**src/rtl/affine_inverse_solver.sv**
```systemverilog
// rtl/affine_inverse_solver.sv - back-solver a = b + (2y + 4d) / (1 + 3c) using a sequential restoring divider
// Optional macro INV_FWD_CHECK_EN adds chk_ok and a forward re-check state.
module affine_inverse_solver #(
    parameter int WIDTH = 8
) (
    input  logic                      CLK,
    input  logic                      RST_N,
    input  logic                      in_valid,
    output logic                      in_ready,
    input  logic signed [2*WIDTH-1:0] y,
    input  logic signed [WIDTH-1:0]   b,
    input  logic signed [WIDTH-1:0]   c,
    input  logic signed [WIDTH-1:0]   d,
    output logic                      out_valid,
    input  logic                      out_ready,
    output logic signed [WIDTH-1:0]   a,
    output logic                      exact,
`ifdef INV_FWD_CHECK_EN
    output logic                      chk_ok,
`endif
    output logic                      ovf
);

    localparam int NW = 2*WIDTH + 2;
    localparam int DW = WIDTH + 2;
    localparam int RW = DW + 1;
    localparam int AW = 2*WIDTH + 3;
    localparam int CW = $clog2(NW + 1);
    localparam logic [DW-1:0] ONE_D = {{(DW-1){1'b0}}, 1'b1};

    typedef enum logic [2:0] {
        S_IDLE,
        S_PREP,
        S_DIV,
        S_FIX,
`ifdef INV_FWD_CHECK_EN
        S_CHECK,
`endif
        S_DONE
    } state_t;

    state_t state, state_nx;

    logic [2*WIDTH-1:0] y_r;
    logic [WIDTH-1:0]   b_r, c_r, d_r;
    logic [NW-1:0]      q_sh;
    logic [DW-1:0]      den_mag;
    logic [RW-1:0]      rem_r;
    logic               neg_q;
    logic [CW-1:0]      cnt;

    logic [NW-1:0] y_ext, d_ext, num_full, num_abs;
    logic [DW-1:0] c_ext, den_full, den_abs;
    logic [RW-1:0] rem_sh, den_cmp, rem_nx;
    logic          ge;
    logic [AW-1:0] q_ext, q_val, b_ext, a_full;

    // Operands are widened before scaling so num and den never wrap.
    always_comb begin
        y_ext    = {{(NW-2*WIDTH){y_r[2*WIDTH-1]}}, y_r};
        d_ext    = {{(NW-WIDTH){d_r[WIDTH-1]}}, d_r};
        num_full = {y_ext[NW-2:0], 1'b0} + {d_ext[NW-3:0], 2'b00};
        num_abs  = num_full[NW-1] ? -num_full : num_full;
        c_ext    = {{(DW-WIDTH){c_r[WIDTH-1]}}, c_r};
        den_full = c_ext + {c_ext[DW-2:0], 1'b0} + ONE_D;
        den_abs  = den_full[DW-1] ? -den_full : den_full;
    end

    // One restoring step: quotient bits shift in where dividend bits shift out.
    always_comb begin
        rem_sh  = {rem_r[RW-2:0], q_sh[NW-1]};
        den_cmp = {1'b0, den_mag};
        ge      = (rem_sh >= den_cmp);
        rem_nx  = ge ? (rem_sh - den_cmp) : rem_sh;
    end

    always_comb begin
        q_ext  = {{(AW-NW){1'b0}}, q_sh};
        q_val  = neg_q ? -q_ext : q_ext;
        b_ext  = {{(AW-WIDTH){b_r[WIDTH-1]}}, b_r};
        a_full = b_ext + q_val;
    end

`ifdef INV_FWD_CHECK_EN
    logic [WIDTH-1:0]          diff_w, den_w;
    logic signed [2*WIDTH-1:0] diff_e, den_e, d4_e, fwd_prod, fwd;

    // Re-run the forward datapath with its own WIDTH-bit wrapping.
    always_comb begin
        diff_w   = a - b_r;
        den_w    = c_r + {c_r[WIDTH-2:0], 1'b0} + {{(WIDTH-1){1'b0}}, 1'b1};
        diff_e   = {{WIDTH{diff_w[WIDTH-1]}}, diff_w};
        den_e    = {{WIDTH{den_w[WIDTH-1]}}, den_w};
        d4_e     = {{(WIDTH-2){d_r[WIDTH-1]}}, d_r, 2'b00};
        fwd_prod = diff_e * den_e - d4_e;
        fwd      = fwd_prod >>> 1;
    end
`endif

    always_ff @(posedge CLK or negedge RST_N) begin
        if (!RST_N) begin
            state <= S_IDLE;
        end else begin
            state <= state_nx;
        end
    end

    always_comb begin
        state_nx  = state;
        in_ready  = 1'b0;
        out_valid = 1'b0;
        case (state)
            S_IDLE: begin
                in_ready = 1'b1;
                if (in_valid) state_nx = S_PREP;
            end
            S_PREP: state_nx = S_DIV;
            S_DIV:  if (cnt == CW'(1)) state_nx = S_FIX;
`ifdef INV_FWD_CHECK_EN
            S_FIX:   state_nx = S_CHECK;
            S_CHECK: state_nx = S_DONE;
`else
            S_FIX:   state_nx = S_DONE;
`endif
            S_DONE: begin
                out_valid = 1'b1;
                if (out_ready) state_nx = S_IDLE;
            end
            default: state_nx = S_IDLE;
        endcase
    end

    always_ff @(posedge CLK or negedge RST_N) begin
        if (!RST_N) begin
            y_r     <= '0;
            b_r     <= '0;
            c_r     <= '0;
            d_r     <= '0;
            q_sh    <= '0;
            den_mag <= '0;
            rem_r   <= '0;
            neg_q   <= 1'b0;
            cnt     <= '0;
            a       <= '0;
            exact   <= 1'b0;
            ovf     <= 1'b0;
`ifdef INV_FWD_CHECK_EN
            chk_ok  <= 1'b0;
`endif
        end else begin
            case (state)
                S_IDLE: begin
                    if (in_valid) begin
                        y_r <= y;
                        b_r <= b;
                        c_r <= c;
                        d_r <= d;
                    end
                end
                S_PREP: begin
                    q_sh    <= num_abs;
                    den_mag <= den_abs;
                    rem_r   <= '0;
                    neg_q   <= num_full[NW-1] ^ den_full[DW-1];
                    cnt     <= CW'(NW);
                end
                S_DIV: begin
                    q_sh  <= {q_sh[NW-2:0], ge};
                    rem_r <= rem_nx;
                    cnt   <= cnt - CW'(1);
                end
                S_FIX: begin
                    a     <= a_full[WIDTH-1:0];
                    exact <= (rem_r == '0);
                    ovf   <= !((&a_full[AW-1:WIDTH-1]) || (~|a_full[AW-1:WIDTH-1]));
                end
`ifdef INV_FWD_CHECK_EN
                S_CHECK: chk_ok <= (fwd == $signed(y_r));
`endif
                default: ;
            endcase
        end
    end

endmodule
```
**config.mk**
```make
export PLATFORM = sky130hd
export DESIGN_NAME = affine_inverse_solver
export DESIGN_NICKNAME = d
export VERILOG_FILES = /design/src/rtl/affine_inverse_solver.sv
export SDC_FILE = /design/constraint.sdc
export NUM_CORES = 1
export LEC_CHECK = 0
export ABC_AREA = 1
export BUFFER_PORTS_ARGS = -buffer_cell sky130_fd_sc_hd__buf_2
export CAP_MARGIN = 5
export CORE_MARGIN = 5
export CORE_UTILIZATION = 50
export CTS_BUF_LIST = sky130_fd_sc_hd__clkbuf_2
export CTS_CLUSTER_DIAMETER = 150
export DETAILED_ROUTE_END_ITERATION = 8
export HOLD_SLACK_MARGIN = 0.05
export PLACE_DENSITY = 0.78
export RECOVER_POWER = 50
export SETUP_SLACK_MARGIN = 0.4
export SLEW_MARGIN = 10
export SYNTH_ARGS = -nofsm -noshare
export SYNTH_HDL_FRONTEND = slang
export SYNTH_SLANG_ARGS = --single-unit
export TNS_END_PERCENT = 50
```
**constraint.sdc**
```tcl
create_clock -name CLK -period 6.7 [get_ports CLK]
set_clock_uncertainty 0.1 [all_clocks]
set_input_delay 0.67 -clock CLK [delete_from_list [all_inputs] [get_ports CLK]]
set_output_delay 0.67 -clock CLK [all_outputs]
set_load 0.01 [all_outputs]
```
**After elaboration in Yosys (flattened, before gate mapping)**

Index checks and enable logic that the tools add are counted.

- Bits in registers: 98
- Input bits: 44
- Output and inout bits: 12
- Logic and storage cells: 55

- Bitwise logic cells: 1
- Equal/unequal tests: 8
- Order comparisons: 1
- Add/subtract/negate cells: 9
- Reduce and logical (&&, ||, !) cells: 10
- Multiplexer cells: 13

Operator list:

| kind | count |
|---|---|
| $pmux W18 S2 | 1 |
| $pmux W11 S2 | 1 |
| $add A19 B19 Y19 | 1 |
| $mux W19 | 1 |
| $neg A18 Y19 | 1 |
| $add A17 B10 Y18 | 1 |
| $mux W18 | 1 |
| $neg A18 Y18 | 1 |
| $pmux W3 S5 | 1 |
| $reduce_and A12 Y1 | 1 |
| $reduce_or A12 Y1 | 1 |
| $ge A11 B10 Y1 | 1 |
| $logic_not A11 Y1 | 1 |
| $mux W11 | 1 |
| $sub A11 B10 Y11 | 1 |
| $add A10 B1 Y10 const B | 1 |
| $add A8 B9 Y10 | 1 |
| $mux W10 | 1 |
| $neg A10 Y10 | 1 |
| $pmux W5 S2 | 1 |
| $mux W3 | 3 |
| $eq A3 B2 Y1 const B | 2 |
| $ne A2 B2 Y1 const B | 3 |
| $eq A5 B1 Y1 const B | 1 |
| other kinds (11) | 13 |

**Depth between registers and ports, before layout**

- Depth in word-level cells: 7
- Depth in mapped cells: 25
- Mapped depth without buffers: 25

**Worst setup path after synthesis**

Ideal clock, no wire load.

- Kind: reg-to-reg
- From: register q_sh[0]
- To: register ovf
- Buffers on the path: 0
- Setup time: 0.117 ns
- Cell stages (with the launch flop): 22
- Period minus slack after synthesis: 2.912 ns
- Setup slack: 3.788 ns
- Data required time: 6.483 ns
- Data arrival time: 2.694 ns
- Path through: dfrtp_1 inv_1 ha_1 inv_1 nor2_1 a21oi_1 nor2_1 o21ai_0 nor2_1 o21ai_0 xor2_1 ha_1 a21oi_1 nand2_1 a21oi_1 nand3_1 nand2_1 nand2_1 nor2_1 nand2_1 nand3_1 nand2_1

- Word-level cells in the longest chain between the ends: 7
- Elaborated cells between the ends (all ways): 8
- Classes of those cells: 2 x add/sub; 1 x mux; 5 x reduce/logical

Ends and longest elaborated chain:

| what | line | source |
|---|---|---|
| start, declared | 46 | `logic [NW-1:0] q_sh;` |
| start signal, assigned | 161 | `q_sh <= num_abs;` |
| start signal, assigned | 168 | `q_sh <= {q_sh[NW-2:0], ge};` |
| $neg A18 Y19 | 79 | `q_val = neg_q ? -q_ext : q_ext;` |
| $mux W19 * | 79 |  |
| $add A19 B19 Y19 * | 81 | `a_full = b_ext + q_val;` |
| $reduce_or A12 Y1 | 175 | `ovf <= !((&a_full[AW-1:WIDTH-1]) \|\| (~\|a_full[AW-1:WIDTH-1]));` |
| $logic_not A1 Y1 | 175 |  |
| $logic_or A1 B1 Y1 * | 175 |  |
| $logic_not A1 Y1 * | 175 |  |
| end signal, assigned | 175 |  |
| end, declared | 21 | `output logic ovf` |

Mark *: on every way between the ends. The rest lies on a longest branch, timed or not.
A chain may end at the register's enable or synchronous reset.

**Worst setup path after layout**

- From: register state[1]
- To: register q_sh[8]

- Word-level cells in the longest chain between the ends: 2
- Elaborated cells between the ends (all ways): 4
- Classes of those cells: 2 x eq/ne; 1 x mux; 1 x reduce/logical

Ends and longest elaborated chain:

| what | line | source |
|---|---|---|
| start, declared | 42 | `state_t state, state_nx;` |
| start signal, assigned | 104 | `state <= state_nx;` |
| $eq A3 B2 Y1 / $eq A3 B1 Y1 (equally long branches) | 151 | `case (state)` |
| $pmux W18 S2 / $reduce_bool A2 Y1 (equally long branches) | n/a |  |

Several ways; a longest one is shown, not always the timed one.

==> impl_metrics.csv <==
group,metric,value,unit
setup_path,worstSetupPathType,"flip-flop to flip-flop",
setup_path,crit_start,"state[1]",
global_routing,grt_use_met2,0.321,
timing,min_period,3.54,ns
setup_path,crit_chain,"nor3_1 -> clkbuf_1 -> inv_1 -> nand2_2 -> clkinv_1 -> nand2_1 -> o21ai_0 -> o21bai_1",
floorplan,die_x,136,um
outcome,violations,"max-capacitance violations, max-slew violations",
layout,postLayoutCoreUtil,0.540,
setup_path,r2r-end,"q_sh[8]",
clock_network,clockBufferDepth,2,
synth,synth.largest_area_cell,"dfrtp_1",
clock_network,cts.sinks,98,
timing,setup_ws,3.16,ns
synth,yosys-top-cells-area,"dfrtp_1 (31%), nand2_1 (16%), ha_1 (8.9%)",
global_routing,grt_pass1_vias,6636,
clock_network,clk_pin_slew,0.30,ns
timing,final_max_slew_viol_count,44,
hold_path,hold_path.class,"input pin to flip-flop",
synth,syn-num-nets,1216,
clock_network,cts.htree.levels,3,
routing,first_pass_iters,5,
floorplan,die-area,18400,um^2
setup_path,rr_startpoint,"state[1]",
layout,final_cell_mix,"nand2_1 (332), inv_1 (148), dfrtp_1 (98)",
global_routing,grt_pass1_wl,29400,um
floorplan,start_util,0.504,
floorplan,num_rows,46,
timing,fin_tns_setup,0,ns
timing,grt_setup_unrepaired,"false",
setup_path,r2r_setup_slack,3.16,ns
global_routing,grt_usage,0.192,
global_routing,grt_max_degree,57,
synth,yosysSeqAreaShare,0.311,
global_routing,antenna_found_initial,1,
synth,syn_area_per_cell,7.09,um^2
synth,yosysTopAreaCellShare,0.311,
timing,final_hold_viol_count,0,
hold_path,min_from,"y[12]",
routing,dr_total_vias,7078,
place,pre_cts_ws,3.41,ns
synth,synth_top_flop_cell,"dfrtp_1",
timing,slew_headroom,-0.676,
routing,via_per_inst,5.12,
flow_run,drv_cap,1,
synth,synth_edf_count,0,
synth,async_reset_ff_frac,1.00,
setup_path,critical_path_arrival,3.99,ns
clock_network,clk_latency,0.63,ns
layout,stdcell_area,8450,um^2
setup_path,reg2reg_depth,8,
layout,layout_commonest_cell,"nand2_1",
clock_network,root_buffer,"clkbuf_2",
clock_network,cts_tree,"done",
floorplan,coreArea,15700,um^2
place,port_buffers,55,
global_routing,grt_use_met3,0.0256,
timing,fmax,0.282,GHz
synth,ys_warn_count,0,
routing,wl_per_cell,12.2,um
global_routing,grt-busiest-layer,"met2",
place,dpl.hpwl,13300,um
setup_path,crit_fanout,22,
synth,synthesis.area,7880,um^2
routing,wl,16900,um
clock_network,cts_setup_buffers,0,
setup_path,cp.required,7.15,ns
timing,max_slew.worst_pin.slew,2.51,ns
routing,drt_iter0_drc,319,
place,gp_congestion,0.972,
synth,ys_seq_elements,98,
setup_path,cpPeakStageDelay,0.70,ns
timing,fin_crit_sh,0.529,
setup_path,crit_path_end,"q_sh[8]",
floorplan,ios,56,
layout,nets,1265,
floorplan,die_h,136,um
global_routing,gr-total-overflow,0,
layout,drive_gt1_frac,0.108,
clock_network,cts_made_buffers,9,
routing,drt_drc_violations_left,0,
synth,synth_cells,1112,
timing,setup_violations,0,
setup_path,critPathSlowestCell,"clkbuf_1",
clock_network,post_cts_resized,0,
setup_path,critPathLaunchType,"flip-flop",
place,placed_area,8350,um^2
layout,synthToLayoutAreaGrowth,7.19,%
synth,yosysUniqueCellTypes,49,
routing,antenna_left,0,
outcome,status,"finished, violations left",
global_routing,gr-usage-met1,0.257,
setup_path,end_kind,"flip-flop",
## worst min-delay path by stage
stage	slack (ns)	end	depth (start not counted)
6_report	0.13	y_r[12]	2
5_1_grt	0.07	y_r[12]	2
4_1_cts	0.1	c_r[3]	2
3_5_place_dp	0.36	cnt[3]	1
3_3_place_gp	0.35	a[1]	2
2_1_floorplan	0.27	a[0]	0
## critical path, delay by kind of cell (launching register included)
kind	cells	cell delay, ns
buf+inv	3	1.79
simple gates	3	0.80
flops	1	0.49
compound gates	2	0.26
## final cells by class
type                            instances  area (um^2)
Multi-Input combinational cell        840         4750
Sequential cell                        98         2450
Clock inverter                          7         60.1
Timing Repair Buffer                   58          292
Clock buffer                            9         45.0
Tap cell                              216          270
Fill cell                            1612         7200
Inverter                              154          581
Antenna cell                            1         2.50
## sequential cells by signal (all words and copies together) (netlist names), 3 cells and up
signal,cells
state,3
b_r,8
y_r,16
a,8
den_mag,10
c_r,8
cnt,5
rem_r,11
d_r,8
q_sh,18
## cell families (layout without fill, tap and decap cells)
group                    count (synthesis)  after routing  synth area share
AND/OR/NAND/NOR                        563            563             0.300
flip-flops                              98             98             0.311
adder cells (fa/ha/maj)                 60             60            0.0990
XOR/XNOR                                49             49            0.0544
other                                    0              1                 0
multiplexers                            35             35            0.0500
buffers and inverters                  174            228            0.0870
AO/OA/AOI/OAI                          133            133            0.0981
## per-layer routing
metal  vias up  part of all wire
met1      3204              0.48
met3        27             0.039
met5         -                 0
met4         0             0.022
li1       3702                 -
met2       145              0.46
## per-stage QoR
step / instances / hold WS [ns]
floorplan: 1112 / 0.274
global placement: 1365 / 0.353
detailed placement: 1365 / 0.362
CTS: 1382 / 0.0971
global route: 1383 / 0.0726
finish: 1383 / 0.133
## cell usage after synthesis, types with 2 or more instances
| master | instances |
|---|---|
| nand2_1 | 333 |
| a31oi_1 | 2 |
| xnor2_1 | 15 |
| nor2_2 | 4 |
| dfrtp_1 | 98 |
| nor4_1 | 3 |
| o31ai_1 | 2 |
| nor3_2 | 2 |
| a31o_1 | 2 |
| fa_1 | 4 |
| clkinv_1 | 4 |
| o21bai_1 | 10 |
| nor3_1 | 10 |
| o211ai_1 | 5 |
| nand3_1 | 83 |
| clkbuf_1 | 10 |
| o22ai_1 | 11 |
| nor2_1 | 95 |
| and2_1 | 4 |
| nand4_1 | 12 |
| o21ai_0 | 42 |
| mux2_2 | 35 |
| nand3b_1 | 5 |
| ha_1 | 56 |
| nand2_2 | 7 |
| buf_4 | 3 |
| o21ai_1 | 5 |
| inv_1 | 148 |
| a21oi_1 | 44 |
| xor2_1 | 34 |
| buf_2 | 6 |
## repair_timing
item | in CTS | in global routing
endpoints found under the hold margin | 42 | 0
setup endpoints to repair | 0 | 0
hold buffers | 1 | 0
Power is not shown: default switching activity piles up to over one toggle a cycle in this logic, so the estimate is an artifact.
